`src/rtl/gpio_ctrl_pkg.sv`:
```
`default_nettype none
// ============================================================================
//  Module      : gpio_ctrl_pkg
//  Description : Shared sizes and FSM state encoding for the GPIO interrupt
//                scheduler.
//  Revision    : 1.0 - initial release
// ============================================================================
package gpio_ctrl_pkg;

    localparam int NUM_SRC = 16;
    localparam int VEC_W   = 4;

    typedef enum logic [1:0] {
        ST_IDLE    = 2'd0,
        ST_PRESENT = 2'd1,
        ST_HOLDOFF = 2'd2
    } sched_state_e;

endpackage
`default_nettype wire

```
`src/rtl/gpio_rr_arbiter.sv`:
```
`default_nettype none
// ============================================================================
//  Module      : gpio_rr_arbiter
//  Description : Combinational round-robin pick: first set request at or
//                after the pointer, wrapping from the top index back to 0.
//  Revision    : 1.0 - initial release
// ============================================================================
module gpio_rr_arbiter
    import gpio_ctrl_pkg::*;
(
    input  logic [NUM_SRC-1:0] i_req,
    input  logic [VEC_W-1:0]   i_ptr,
    output logic [VEC_W-1:0]   o_grant,
    output logic               o_any
);

    logic [VEC_W-1:0] w_idx;

    // Scan offsets from farthest to nearest so the nearest hit is left standing.
    always_comb begin
        o_grant = '0;
        o_any   = 1'b0;
        w_idx   = '0;
        for (int k = NUM_SRC - 1; k >= 0; k--) begin
            w_idx = i_ptr + VEC_W'(k);
            if (i_req[w_idx]) begin
                o_grant = w_idx;
                o_any   = 1'b1;
            end
        end
    end

endmodule
`default_nettype wire

```
`src/rtl/gpio_intr_sched.sv`:
```
`default_nettype none
// ============================================================================
//  Module      : gpio_intr_sched
//  Description : Collects GPIO edge events into pending/overflow flags and
//                presents them one at a time as a valid/ready vector stream.
//  Revision    : 1.0 - initial release
// ============================================================================
module gpio_intr_sched
    import gpio_ctrl_pkg::*;
(
    input  logic               clk,
    input  logic               rst,
    input  logic [7:0]         posedge_intr_status_set,
    input  logic [7:0]         negedge_intr_status_set,
    input  logic [NUM_SRC-1:0] src_enable,
    input  logic [7:0]         holdoff_cycles,
    input  logic [NUM_SRC-1:0] overflow_clr,
    output logic               intr_valid,
    output logic [VEC_W-1:0]   intr_vector,
    input  logic               intr_ready,
    output logic [NUM_SRC-1:0] pending,
    output logic [NUM_SRC-1:0] overflow,
    output logic               irq
);

    sched_state_e       r_state;
    sched_state_e       w_state_nxt;
    logic [VEC_W-1:0]   r_rr_ptr;
    logic [VEC_W-1:0]   r_vector;
    logic [7:0]         r_hold_cnt;
    logic [NUM_SRC-1:0] r_pending;
    logic [NUM_SRC-1:0] r_overflow;
    logic               r_irq;

    logic [NUM_SRC-1:0] w_set;
    logic [NUM_SRC-1:0] w_clr;
    logic [NUM_SRC-1:0] w_ovf_evt;
    logic [VEC_W-1:0]   w_grant;
    logic               w_any;
    logic               w_load_vec;
    logic               w_handshake;

    assign w_set     = {negedge_intr_status_set, posedge_intr_status_set};
    assign w_clr     = w_handshake ? (NUM_SRC'(1) << r_vector) : '0;
    // A set landing on the bit being acknowledged re-arms it without overflow.
    assign w_ovf_evt = w_set & r_pending & ~w_clr;

    gpio_rr_arbiter u_arb (
        .i_req   (r_pending & src_enable),
        .i_ptr   (r_rr_ptr),
        .o_grant (w_grant),
        .o_any   (w_any)
    );

    always_ff @(posedge clk or posedge rst) begin
        if (rst) begin
            r_state <= ST_IDLE;
        end else begin
            r_state <= w_state_nxt;
        end
    end

    always_comb begin
        w_state_nxt = r_state;
        w_load_vec  = 1'b0;
        w_handshake = 1'b0;
        case (r_state)
            ST_IDLE: begin
                if (w_any) begin
                    w_load_vec  = 1'b1;
                    w_state_nxt = ST_PRESENT;
                end
            end
            ST_PRESENT: begin
                if (intr_ready) begin
                    w_handshake = 1'b1;
                    w_state_nxt = (holdoff_cycles != 8'd0) ? ST_HOLDOFF : ST_IDLE;
                end
            end
            ST_HOLDOFF: begin
                if (r_hold_cnt <= 8'd1) begin
                    w_state_nxt = ST_IDLE;
                end
            end
            default: w_state_nxt = ST_IDLE;
        endcase
    end

    always_ff @(posedge clk or posedge rst) begin
        if (rst) begin
            r_rr_ptr   <= '0;
            r_vector   <= '0;
            r_hold_cnt <= 8'd0;
        end else begin
            if (w_load_vec) begin
                r_vector <= w_grant;
            end
            if (w_handshake) begin
                r_rr_ptr   <= r_vector + VEC_W'(1);
                r_hold_cnt <= holdoff_cycles;
            end else if ((r_state == ST_HOLDOFF) && (r_hold_cnt != 8'd0)) begin
                r_hold_cnt <= r_hold_cnt - 8'd1;
            end
        end
    end

    always_ff @(posedge clk or posedge rst) begin
        if (rst) begin
            r_pending  <= '0;
            r_overflow <= '0;
            r_irq      <= 1'b0;
        end else begin
            r_pending  <= (r_pending & ~w_clr) | w_set;
            r_overflow <= (r_overflow & ~overflow_clr) | w_ovf_evt;
            r_irq      <= |(r_pending & src_enable);
        end
    end

    assign intr_valid  = (r_state == ST_PRESENT);
    assign intr_vector = r_vector;
    assign pending     = r_pending;
    assign overflow    = r_overflow;
    assign irq         = r_irq;

endmodule
`default_nettype wire

```
`config.mk`:
```
export PLATFORM = sky130hd
export DESIGN_NAME = gpio_intr_sched
export DESIGN_NICKNAME = d
export VERILOG_FILES = /design/src/rtl/gpio_ctrl_pkg.sv /design/src/rtl/gpio_rr_arbiter.sv /design/src/rtl/gpio_intr_sched.sv
export SDC_FILE = /design/constraint.sdc
export NUM_CORES = 1
export LEC_CHECK = 0
export CAP_MARGIN = 0
export CELL_PAD_IN_SITES_DETAIL_PLACEMENT = 0
export CELL_PAD_IN_SITES_GLOBAL_PLACEMENT = 1
export CORE_ASPECT_RATIO = 0.9
export CORE_MARGIN = 5
export CORE_UTILIZATION = 39
export CTS_CLUSTER_DIAMETER = 80
export CTS_CLUSTER_SIZE = 28
export DETAILED_ROUTE_END_ITERATION = 10
export GPL_ROUTABILITY_DRIVEN = 0
export HOLD_SLACK_MARGIN = 0.1
export PLACE_DENSITY = 0.88
export SLEW_MARGIN = 20
export SYNTH_ARGS = -nofsm -noshare
export SYNTH_HDL_FRONTEND = slang
export SYNTH_SLANG_ARGS = --single-unit
```
`constraint.sdc`:
```
create_clock -name clk -period 5 [get_ports clk]
set_input_delay 0.75 -clock clk [delete_from_list [all_inputs] [get_ports clk]]
set_output_delay 0.75 -clock clk [all_outputs]
set_load 0.05 [all_outputs]
```
# After elaboration in Yosys (flattened, before gate mapping)
# Cells that the tools add are included.
# word_totals
wordCells	139
input_bits	59
reg_bits	51
output_inout_bits	38
# classes
n_reduce_logical	7
eq_ne	5
shifts	1
order_cmp	17
add_sub_neg	17
n_mux	76
bitwise	9
# ops
operator	count
AND 16 bit	5
< comparator 4 x 5 -> 1 bit (second input constant)	16
binary-select mux 1 bit (select 4 bit)	16
two-way mux 4 bit	16
two-way mux 1 bit	36
adder 4 bit (second input constant)	8
inverter 16 bit	2
bitwise OR 16 bit	2
adder 4 x 3 -> 4 bit (second input constant)	4
two-way mux 16 bit	1
two-way mux 8 bit	2
nonzero test 8 bit	2
OR reduction 16 bit	1
<< shifter 1 x 4 -> 16 bit (first input constant)	1
adder 4 x 1 -> 4 bit (second input constant)	2
adder 4 x 2 -> 4 bit (second input constant)	2
<= comparator 8 x 1 -> 1 bit (second input constant)	1
two-way mux 2 bit	4
subtractor 8 x 1 -> 8 bit (second input constant)	1
case mux 2 bit (3 select lines)	1
!= test 2 x 1 -> 1 bit (second input constant)	2
AND reduction 3 bit	1
equality test 2 x 1 -> 1 bit (second input constant)	1
equality test 2 bit (second input constant)	1
4 further kinds	4

# Longest topological paths before layout
# Gate-level depths: netlist (run 1).
# logic_depth
word_depth	21
mapped_depth	14
mapped_depth_nobuf	11

# Hierarchy
# A second synthesis (run 1) with hierarchy kept.
# hier_totals
cells_unflattened	499
area_unflattened_um2	4844.6
# modules_own_cells
module	area_per_inst_um2	n_inst	cells_each	seq_area_each_um2
gpio_intr_sched	2459.9	1	242	1276.2
gpio_rr_arbiter	2384.8	1	257	0.0

# Worst setup path before layout (run 1)
# OpenSTA, ideal clock, no wires.
# synth_timing
kind	flip-flop to flip-flop
start	reg r_rr_ptr[1]
end	reg r_vector[3], in the netlist intr_vector[3]
path_stages_with_launch	14
n_path_buf	4
period_less_slack_ns	3.898
required_ns	4.879
setup_time_ns	0.121
slack_ns	1.102
arrival_ns	3.777
path_cell_list	dfrtp_1 > buf_2 > inv_1 > clkbuf_1 > ha_1 > clkbuf_1 > mux4_2 > mux2_1 > nand2b_4 > or4_4 > and2_1 > buf_2 > nor2b_1 > a22o_1
# synth_between
elab_chain_cells	21
word_cells_on_any_way	81
cone_classes	add/sub (15); mux (66)
# synth_lines
element	line	source
start, declared	gpio_intr_sched.sv:28	logic [VEC_W-1:0] r_rr_ptr;
start signal, assigned	gpio_intr_sched.sv:99	r_rr_ptr <= r_vector + VEC_W'(1);
adder 4 bit	gpio_rr_arbiter.sv:25	w_idx = i_ptr + VEC_W'(k);
binary-select mux 1 bit (select 4 bit)	gpio_rr_arbiter.sv:26	if (i_req[w_idx]) begin
two-way mux 1 bit (not written as such)	gpio_rr_arbiter.sv:26	
two-way mux 1 bit (16 in a row)	gpio_rr_arbiter.sv:26	
two-way mux 1 bit	gpio_intr_sched.sv:69	if (w_any) begin
two-way mux 1 bit	gpio_intr_sched.sv:67	case (r_state)
end signal, assigned	gpio_intr_sched.sv:96	r_vector <= w_grant;
end, declared	gpio_intr_sched.sv:29	logic [VEC_W-1:0] r_vector;
# Parallel ways exist; a longest one is shown, timed or not. The select of a mux whose other input is x is not followed.
# A chain may end at the register's enable or synchronous reset.

# Worst setup path after layout (run 1)
# layout_timing
start	reg r_rr_ptr[0]
end	reg r_vector[3], in the netlist intr_vector[3]
# Same word-level chain as after synthesis.

==> results of run 1 <==
-- cells by family after synthesis --
kind of cell,Yosys count,synth area share [%]
mux,34,13.42
simple gates,206,22.63
flops,51,28.57
fa+ha+maj,16,4.482
xor+xnor,14,3.333
compound gates,146,21.91
buf+inv,56,5.658
-- layer usage --
metal	wire length [um]	vias up	part of all wire (%)
li1	-	2099	-
met1	6304	2165	44
met2	6398	215	44
met3	1407	29	9.8
met4	312	0	2.2
met5	0	-	0
-- layout make-up --
class	instances	area (um^2)	share of cell area [%]
multi-input cells	416	2938	51.55
flip-flops and latches	51	1276	22.39
repair buffers	101	998.5	17.52
well taps	156	195.2	3.425
clock buffers	6	138.9	2.437
inverters	36	136.4	2.393
clock inverters	2	16.27	0.2854
-- stage by stage --
stage | cells | hold slack (ns) | total power [W] | instance area (um^2) | util, %
final | 768 | 0.5364 | 0.001000 | 5699 | 50.25
after floorplan | 523 | 0.4782 | 0.0005487 | 4467 | -
after CTS | 768 | 0.5257 | 0.001006 | 5698 | 50.24
after global routing | 768 | 0.5573 | 0.001040 | 5699 | 50.25
after detailed placement | 760 | 0.5068 | 0.0006430 | 5543 | 48.87
after global placement | 760 | 0.4996 | 0.0006401 | 5543 | 48.87
-- final timing paths --
path / cells after the start / startpoint / slack [ns] / end
worst max-delay path: 10 / r_rr_ptr[0] / 1.10 / intr_vector[3]
worst max register to register: 10 / r_rr_ptr[0] / 1.10 / intr_vector[3]
worst min-delay path: 2 / overflow[0] / 0.54 / overflow[0]
max in group asynchronous: 2 / rst / 3.52 / r_rr_ptr[1]
worst min register to register: 2 / overflow[0] / 0.54 / overflow[0]
min in group asynchronous: 2 / rst / 0.93 / overflow[14]
-- state kept, by name, indices dropped and copies added (netlist names) --
name and count:
intr_vector 4, r_rr_ptr 4, pending 16, r_hold_cnt 8
irq 1, r_state 2, overflow 16
-- critical path: stages (launching register included) --
cell     delay (ns)
dfrtp_1        0.38
inv_1          0.23
ha_1           0.47
inv_1          0.31
mux4_2         0.61
mux2i_1        0.42
nand3_1        0.18
or4_4          0.59
and2_1         0.24
nor2b_1        0.17
a22o_1         0.20
-- cells in the final DEF (no fill, tap or decap), types with 4 or more instances in the layout --
| cell | count |
|---|---|
| o22ai_1 | 18 |
| nand2_1 | 80 |
| a221oi_1 | 4 |
| a21o_1 | 7 |
| xnor2_1 | 10 |
| inv_1 | 33 |
| nand4_1 | 7 |
| nand3_1 | 22 |
| a31oi_1 | 4 |
| nor3_1 | 12 |
| clkdlybuf4s50_1 | 96 |
| mux2i_1 | 9 |
| a211oi_1 | 5 |
| or2_2 | 11 |
| o31ai_1 | 4 |
| a21boi_0 | 10 |
| clkbuf_16 | 5 |
| nand4b_1 | 6 |
| and2_1 | 11 |
| nor2_1 | 33 |
| o21ai_0 | 36 |
| o21ai_1 | 5 |
| buf_4 | 5 |
| dfrtp_1 | 51 |
| mux4_2 | 18 |
| ha_1 | 16 |
| nand2b_1 | 7 |
| o211ai_1 | 5 |
| a21oi_1 | 17 |
-- power by group --
part	leakage, nW	switching [W]	internal, W
combinational	1.73	0.000116	0.0000952
clock	0.0731	0.000162	0.000200
sequential	0.521	0.00000491	0.000421
==> results.md, run 1 <==
- DR iter-0 viols: 433
- Worst Skew: 0.01198 ns
- Wirelength per Cell: 18.78 um
- Fill cells: 1116
- Critical path fanouts, max: 11
- Antenna-violating nets left: 0
- Buffer count from post-CTS setup fixing: 0
- Hold Fails Final Rpt: 0
- Vias per cell: 5.870
- Top-level I/O count: 97
- Hold Path Class: flip-flop to flip-flop
- Synth top area share: 28.57%
- Min Tclk post-route: 3.900 ns
- Worst setup path class: flip-flop to flip-flop
- Worst-Skew Late Latency: 0.30 ns
- CTS clk-pin slew, worst paths: 0.07 ns
- M3 GR Usage: 4.977%
- WP data required: 5.19 ns
- Post-Syn Area: 4467 um^2
- Die Span X: 122.8 um
- Pre-CTS setup slack: 1.054 ns
- Count leader, synth: nand2_1
- Crit end category: flip-flop
- Die ar.: 13700 um^2
- Crit start category: flip-flop
- Mapped Avg Cell Area: 8.541 um^2
- Register area share after synthesis: 28.57%
- Busiest grt layer: met2
- Post-synth ARST share: 100.0%
- Initial DRT Pass Iterations: 5
- Row count: 37
- Top post-synthesis cells by area: dfrtp_1, mux4_2, nand2_1, ha_1, o21ai_0
- Port bufs: 96
- Leak: 2.321 nW
- CTS tree: built
- Tightest Pin Transition: 0.9092 ns
- Post-CTS sizing: 0
- M2 GR Usage: 31.62%
- Syn_nets: 598
- Ratio of cells with drive above 1 in the final layout: 9.641%
- Outcome: finished clean
- Setup TNS: 0 ns
- # DRC: 0
- Cells after Synth: 523
- Starting Density: 39.38%
- TritonCTS Sinks: 51
- Post-synth EDFFs: 0
- Yosys top cell by area: dfrtp_1
- Deepest clock path buffer count: 2
- Routed via count: 4508
- Die height: 111.5 um
- Max-slew violations: 0
- Core area: 11340 um^2
- Critical Path AT: 4.09 ns
- First-pass GRT wire length: 23540 um
- Total track usage: 21.45%
- Vias in the first global route: 4544
- Cell Pwr Density: 175.5 nW/um^2
- RSZ-0062 raised after global routing: false
- Pin count of the biggest net entering global routing: 52
- Total Routed Length: 14420 um
- Worst setup margin: 1.100 ns
- Final period util: 78.00%
- Worst VDD drop: 0.0001435 V
- Antenna violations before repair: 0
- # hold bufs at CTS: 0
- Grt met1 use: 31.32%
- Area grow syn2layout: 27.59%
- Maxcap violations: 0
- DP HPWL: 11440 um
- Top cells by count, synth: nand2_1, dfrtp_1, o21ai_0
- Primary FF master, synth: dfrtp_1
- Synthesis Warnings: 0
- Ant. Diodes: 0
- Num CTS Buffers: 5
- CTS HTree Levels: 2
- Netlist cell types: 69
- Worst slew margin: 39.38%
- Flops & latches, synth: 51
- Clock root cell: clkbuf_16
- Grt total ovfl: 0
- Max Fclk: 256.4 MHz
- Nets: 686
- Setup violators final: 0
Note: power is estimated with default switching activity, not from simulation.
==> inputs of run 2 (changes only) <==
Settings changed: CORE_UTILIZATION 39 to 35, PLACE_DENSITY 0.88 to 0.84.
Clock period 5 ns to 3.44 ns, I/O delays scaled along.
==> run 2 against run 1 <==
  * Die area increased by 10%
  * Sequential cell count is the same
  * Wire length is 5.1% higher
  * Global-route usage is 1.3 points lower
  * Utilization is 2.3 points lower
  * Hold slack worse by 0.016 ns
  * Setup slack got worse by 0.97 ns
  * Clock power increased by 35%
  * Register-to-register slack worse by 0.97 ns
  * Sequential share of layout area is 1.3 points lower
  * First-iteration DRC count is 22% higher
  * Clock-buffer cell count is the same
  * Highest routed layer unchanged
==> results.md, run 2 (synthesis results as in run 1) <==
- Top-level I/O count: 97
- Post-layout total power: 0.001440 W
- # hold bufs at CTS: 0
- RR Startpoint: r_rr_ptr[0]
- CTS clk-pin slew, worst paths: 0.07 ns
- DP HPWL: 12160 um
- Die ar.: 15120 um^2
- Hold_sp: r_hold_cnt[6]
- CTS HTree Levels: 2
- Cell Pwr Density: 238.4 nW/um^2
- Worst slew margin: 38.24%
- Fill cells: 1227
- Grt total ovfl: 0
- Hold Crit Endpoint: r_hold_cnt[6]
- WP data required: 3.62 ns
- Critical path fanouts, max: 46
- Min Tclk post-route: 3.306 ns
- Hold Path Class: flip-flop to flip-flop
- Port bufs: 96
- Setup TNS: 0 ns
- Leak: 2.495 nW
- Critical Path AT: 3.48 ns
- Antenna-violating nets left: 0
- Vias in the first global route: 4613
- DR iter-0 viols: 528
- Max Fclk: 302.5 MHz
- CTS tree: built
- R2R depth: 10
- Hold WS: 0.5202 ns
- Num CTS Buffers: 5
- Hold-critical path depth: 2
- Dpl cells: 803
- Worst setup path class: flip-flop to flip-flop
- Reg-to-Reg End: intr_vector[3]
- Max-slew violations: 0
- Initial DRT Pass Iterations: 5
- Total Routed Length: 15160 um
- Worst-Skew Late Latency: 0.29 ns
- R2r setup slk: 0.13 ns
- Area grow syn2layout: 35.27%
- Deepest clock path buffer count: 2
- Vias per cell: 5.825
- Row count: 39
- Hold Fails Final Rpt: 0
- Clock root cell: clkbuf_16
- Ratio of cells with drive above 1 in the final layout: 16.07%
- Die Span X: 129.1 um
- Antenna violations before repair: 0
- Final period util: 96.11%
- TritonCTS Sinks: 51
- Commonest non-fill, non-tap cells in the layout: clkdlybuf4s50_1, nand2_1, dfrtp_1, buf_4, o21ai_0
- # DRC: 0
- Post-layout util: 47.99%
- RSZ-0062 raised after global routing: false
- Worst VDD drop: 0.0002138 V
- Wirelength per Cell: 18.69 um
- Tightest Pin Transition: 0.9264 ns
- Setup violators final: 0
- Nets: 721
- Routed via count: 4724
- Core area: 12590 um^2
- Crit end category: flip-flop
- Starting Density: 35.48%
- Outcome: finished clean
- First-pass GRT wire length: 24030 um
- Worst Skew: 0.005771 ns
- Most common cell after layout, fill and taps aside: clkdlybuf4s50_1
- Maxcap violations: 0
- Post-Layout Cell Count: 811
- Total track usage: 20.13%
- Pin count of the biggest net entering global routing: 52
- Ant. Diodes: 0
- Die height: 117.2 um
- Crit start category: flip-flop
==> run 2: cell count changes in the layout (fill, tap and decap cells not counted), moves of 2 or more <==
cell     before  now
ha_1         16   14
mux2i_1       9    7
buf_4         5   39
xnor2_1      10    7
inv_2         1    3
xnor2_2       1    3
==> run 2: critical path, stage by stage (launching register included) <==
cell and delay [ns]:
dfrtp_1 0.39, buf_12 0.24, ha_1 0.32, xnor2_4 0.16
mux4_2 0.62, mux2i_4 0.19, nand3_1 0.12, or4_4 0.58
and2_1 0.22, nor2b_1 0.15, a22o_1 0.21
==> run 2: routing by layer <==
| metal | GRT usage, % | vias up | share of wire, % |
|---|---|---|---|
| met5 | 0 | - | 0 |
| met4 | 5.388 | 0 | 2.6 |
| met3 | 5.263 | 36 | 8.9 |
| met2 | 30.80 | 238 | 43 |
| met1 | 28.40 | 2275 | 45 |
| li1 | - | 2175 | - |
==> run 2: layout make-up <==
| cell class | count | area, um^2 | area share (%) |
|---|---|---|---|
| Tap cell | 164 | 205.2 | 3.396 |
| Clock buffer | 6 | 128.9 | 2.133 |
| Timing Repair Buffer | 136 | 1274 | 21.08 |
| Multi-Input combinational cell | 416 | 3009 | 49.80 |
| Sequential cell | 51 | 1276 | 21.12 |
| Clock inverter | 2 | 12.51 | 0.2071 |
| Inverter | 36 | 136.4 | 2.257 |
==> run 2: worst max path at each step <==
stage                              start             end  slack [ns]  cells past startpoint
after CTS                    r_rr_ptr[1]  intr_vector[3]        0.05                     11
after detailed placement   src_enable[4]  intr_vector[3]       -0.02                     10
after global placement    src_enable[14]  intr_vector[2]        0.08                      9
final                        r_rr_ptr[0]  intr_vector[3]        0.13                     10
after global routing         r_rr_ptr[0]  intr_vector[3]       0.006                     10
after floorplan              r_rr_ptr[1]  intr_vector[3]        0.01                     13
==> run 2: power by group <==
part           switching (W)  internal (W)
Clock               0.000221      0.000269
Sequential        0.00000714      0.000612
Combinational       0.000176      0.000155
Total               0.000404       0.00104
==> run 2: what timing repair did <==
action,4_1_cts,5_1_grt
endpoints found under the setup margin,0,5
gates resized for setup,0,7
buffers inserted,0,0
==> run 2: stage by stage <==
step	area [um^2]	setup slack [ns]
final	6042	0.1338
after global routing	6042	0.006214
after CTS	6002	0.04700
after detailed placement	5861	-0.01657
after global placement	5861	0.08251
after floorplan	4516	0.01235
==> inputs of run 3 (changes only) <==
Settings changed: CORE_UTILIZATION 35 to 30, CTS_BUF_LIST set to sky130_fd_sc_hd__clkbuf_4, PLACE_DENSITY 0.84 to 0.75.
==> run 3 against run 2 <==
  * Combinational power decreased by 1%
  * Sequential power about the same
  * Via count is 3.9% lower
  * Sequential cell count is the same
  * Setup slack about the same
  * Critical path type unchanged
  * Critical endpoint unchanged
  * Largest cell class unchanged
==> results.md, run 3 (synthesis results as in run 1) <==
- Critical path cell sequence: inv_1 -> ha_4 -> inv_2 -> mux4_2 -> mux2_4 -> nand2b_4 -> or4_4 -> and2_1 -> nor2b_1 -> a22o_1
- Outcome: finished clean
- # hold bufs at CTS: 0
- Pre-CTS setup slack: -0.01199 ns
- Final period util: 96.11%
- Worst setup margin: 0.1337 ns
- Hold Fails Final Rpt: 0
- Worst slew margin: 58.90%
- Crit start category: flip-flop
- Min Tclk post-route: 3.306 ns
- R2r setup slk: 0.13 ns
- TritonCTS Sinks: 51
- Antenna-violating nets left: 0
- Deepest clock path buffer count: 2
- Maxcap violations: 0
- Ratio of cells with drive above 1 in the final layout: 15.30%
- Grt total ovfl: 0
- Worst VDD drop: 0.0001894 V
- Leak: 2.453 nW
- Hold WS: 0.5061 ns
- Initial DRT Pass Iterations: 6
- Port bufs: 96
- CTS tree: built
- Crit end category: flip-flop
- WP data required: 3.71 ns
- Area grow syn2layout: 33.95%
- Pin count of the biggest net entering global routing: 41
- Total Routed Length: 14850 um
- Num CTS Buffers: 5
- Top-level I/O count: 97
- Wirelength per Cell: 17.57 um
- # DRC: 0
- Die Span X: 138.6 um
- Core area: 14660 um^2
- Tightest Pin Transition: 0.6156 ns
- Buffer count from post-CTS setup fixing: 0
- Starting Density: 30.47%
- Nets: 721
- Dpl cells: 837
- Cell Pwr Density: 217.6 nW/um^2
- Critical Path AT: 3.58 ns
- Vias in the first global route: 4590
- Slowest CP cell: mux4_2
- DR iter-0 viols: 462
- Post-layout total power: 0.001302 W
- CTS clk-pin slew, worst paths: 0.16 ns
- Total track usage: 16.78%
- Setup violators final: 0
- Cell family with most CP delay: simple AND/OR/NAND/NOR gates
- Ant. Diodes: 0
- RSZ-0062 raised after global routing: false
- Clock root cell: clkbuf_4
- CTS HTree Levels: 2
- Worst Skew: 0.02093 ns
- Max-slew violations: 0
- Max Fclk: 302.5 MHz
- WP buf/inv: 2
- Reg-to-Reg End: intr_vector[3]
- Most common cell after layout, fill and taps aside: clkdlybuf4s50_1
- Commonest non-fill, non-tap cells in the layout: clkdlybuf4s50_1, nand2_1, dfrtp_1, buf_4, o21ai_0
- R2R depth: 10
- Hold Path Class: input port to asynchronous set/reset pin
- Worst setup path class: flip-flop to flip-flop
- Die height: 125.8 um
- Routed via count: 4541
- Critical path fanouts, max: 11
- First-pass GRT wire length: 24020 um
- Antenna violations before repair: 0
- DP HPWL: 12200 um
- Setup TNS: 0 ns
- Fill cells: 1478
- Vias per cell: 5.374
- Die ar.: 17430 um^2
- RR Startpoint: r_rr_ptr[1]
- Row count: 42
- Post-Layout Cell Count: 845
- Worst-Skew Late Latency: 0.38 ns
- CP max stage delay: 0.61 ns
[run 3: cell types whose count changed in the layout (fill, tap and decap cells not counted), moves of 2 or more]
cell       delta
clkbuf_16     -5
clkbuf_4      +5
clkinv_1      +2
clkinv_2      -2
xnor2_1       +2
[run 3: layer usage]
metal	global-route usage [%]	routed length, um	up-vias
li1	-	-	2176
met1	22.62	6704	2147
met2	27.21	6750	197
met3	4.587	1160	21
met4	3.682	229	0
met5	0	0	-
[run 3: worst max-delay path by stage]
| stage | slack (ns) | cells past startpoint | start | to |
|---|---|---|---|---|
| after global routing | 0.001 | 10 | r_rr_ptr[1] | intr_vector[3] |
| after detailed placement | -0.01 | 10 | src_enable[4] | intr_vector[3] |
| final | 0.13 | 10 | r_rr_ptr[1] | intr_vector[3] |
| after floorplan | 0.01 | 13 | r_rr_ptr[1] | intr_vector[3] |
| after CTS | 0.08 | 11 | r_rr_ptr[1] | intr_vector[3] |
| after global placement | 0.05 | 10 | src_enable[4] | intr_vector[3] |
[run 3: stage by stage]
stage,utilization (%),area [um^2]
5_1_grt,40.81,5983
3_3_place_gp,40.18,5891
3_5_place_dp,40.18,5891
4_1_cts,40.72,5971
2_1_floorplan,-,4516
6_report,40.81,5983
[run 3: power by group]
group	switching [W]	total, W	internal (W)
Sequential	0.00000709	0.000620	0.000613
Combinational	0.000174	0.000327	0.000154
Clock	0.000202	0.000355	0.000154
Total	0.000382	0.00130	0.000920
[run 3: what timing repair did]
item	CTS	global route
setup endpoints to repair	0	5
gates resized for setup	0	4
hold endpoints to repair	0	0
[run 3: final cells by class]
class	instances	area, um^2	area share, %
clock inverter	3	42.54	0.7110
multi-input combinational	416	2979	49.79
timing repair buffer	136	1265	21.14
tap	198	247.7	4.141
clock buffer	5	37.54	0.6274
sequential	51	1276	21.33
inverter	36	135.1	2.258
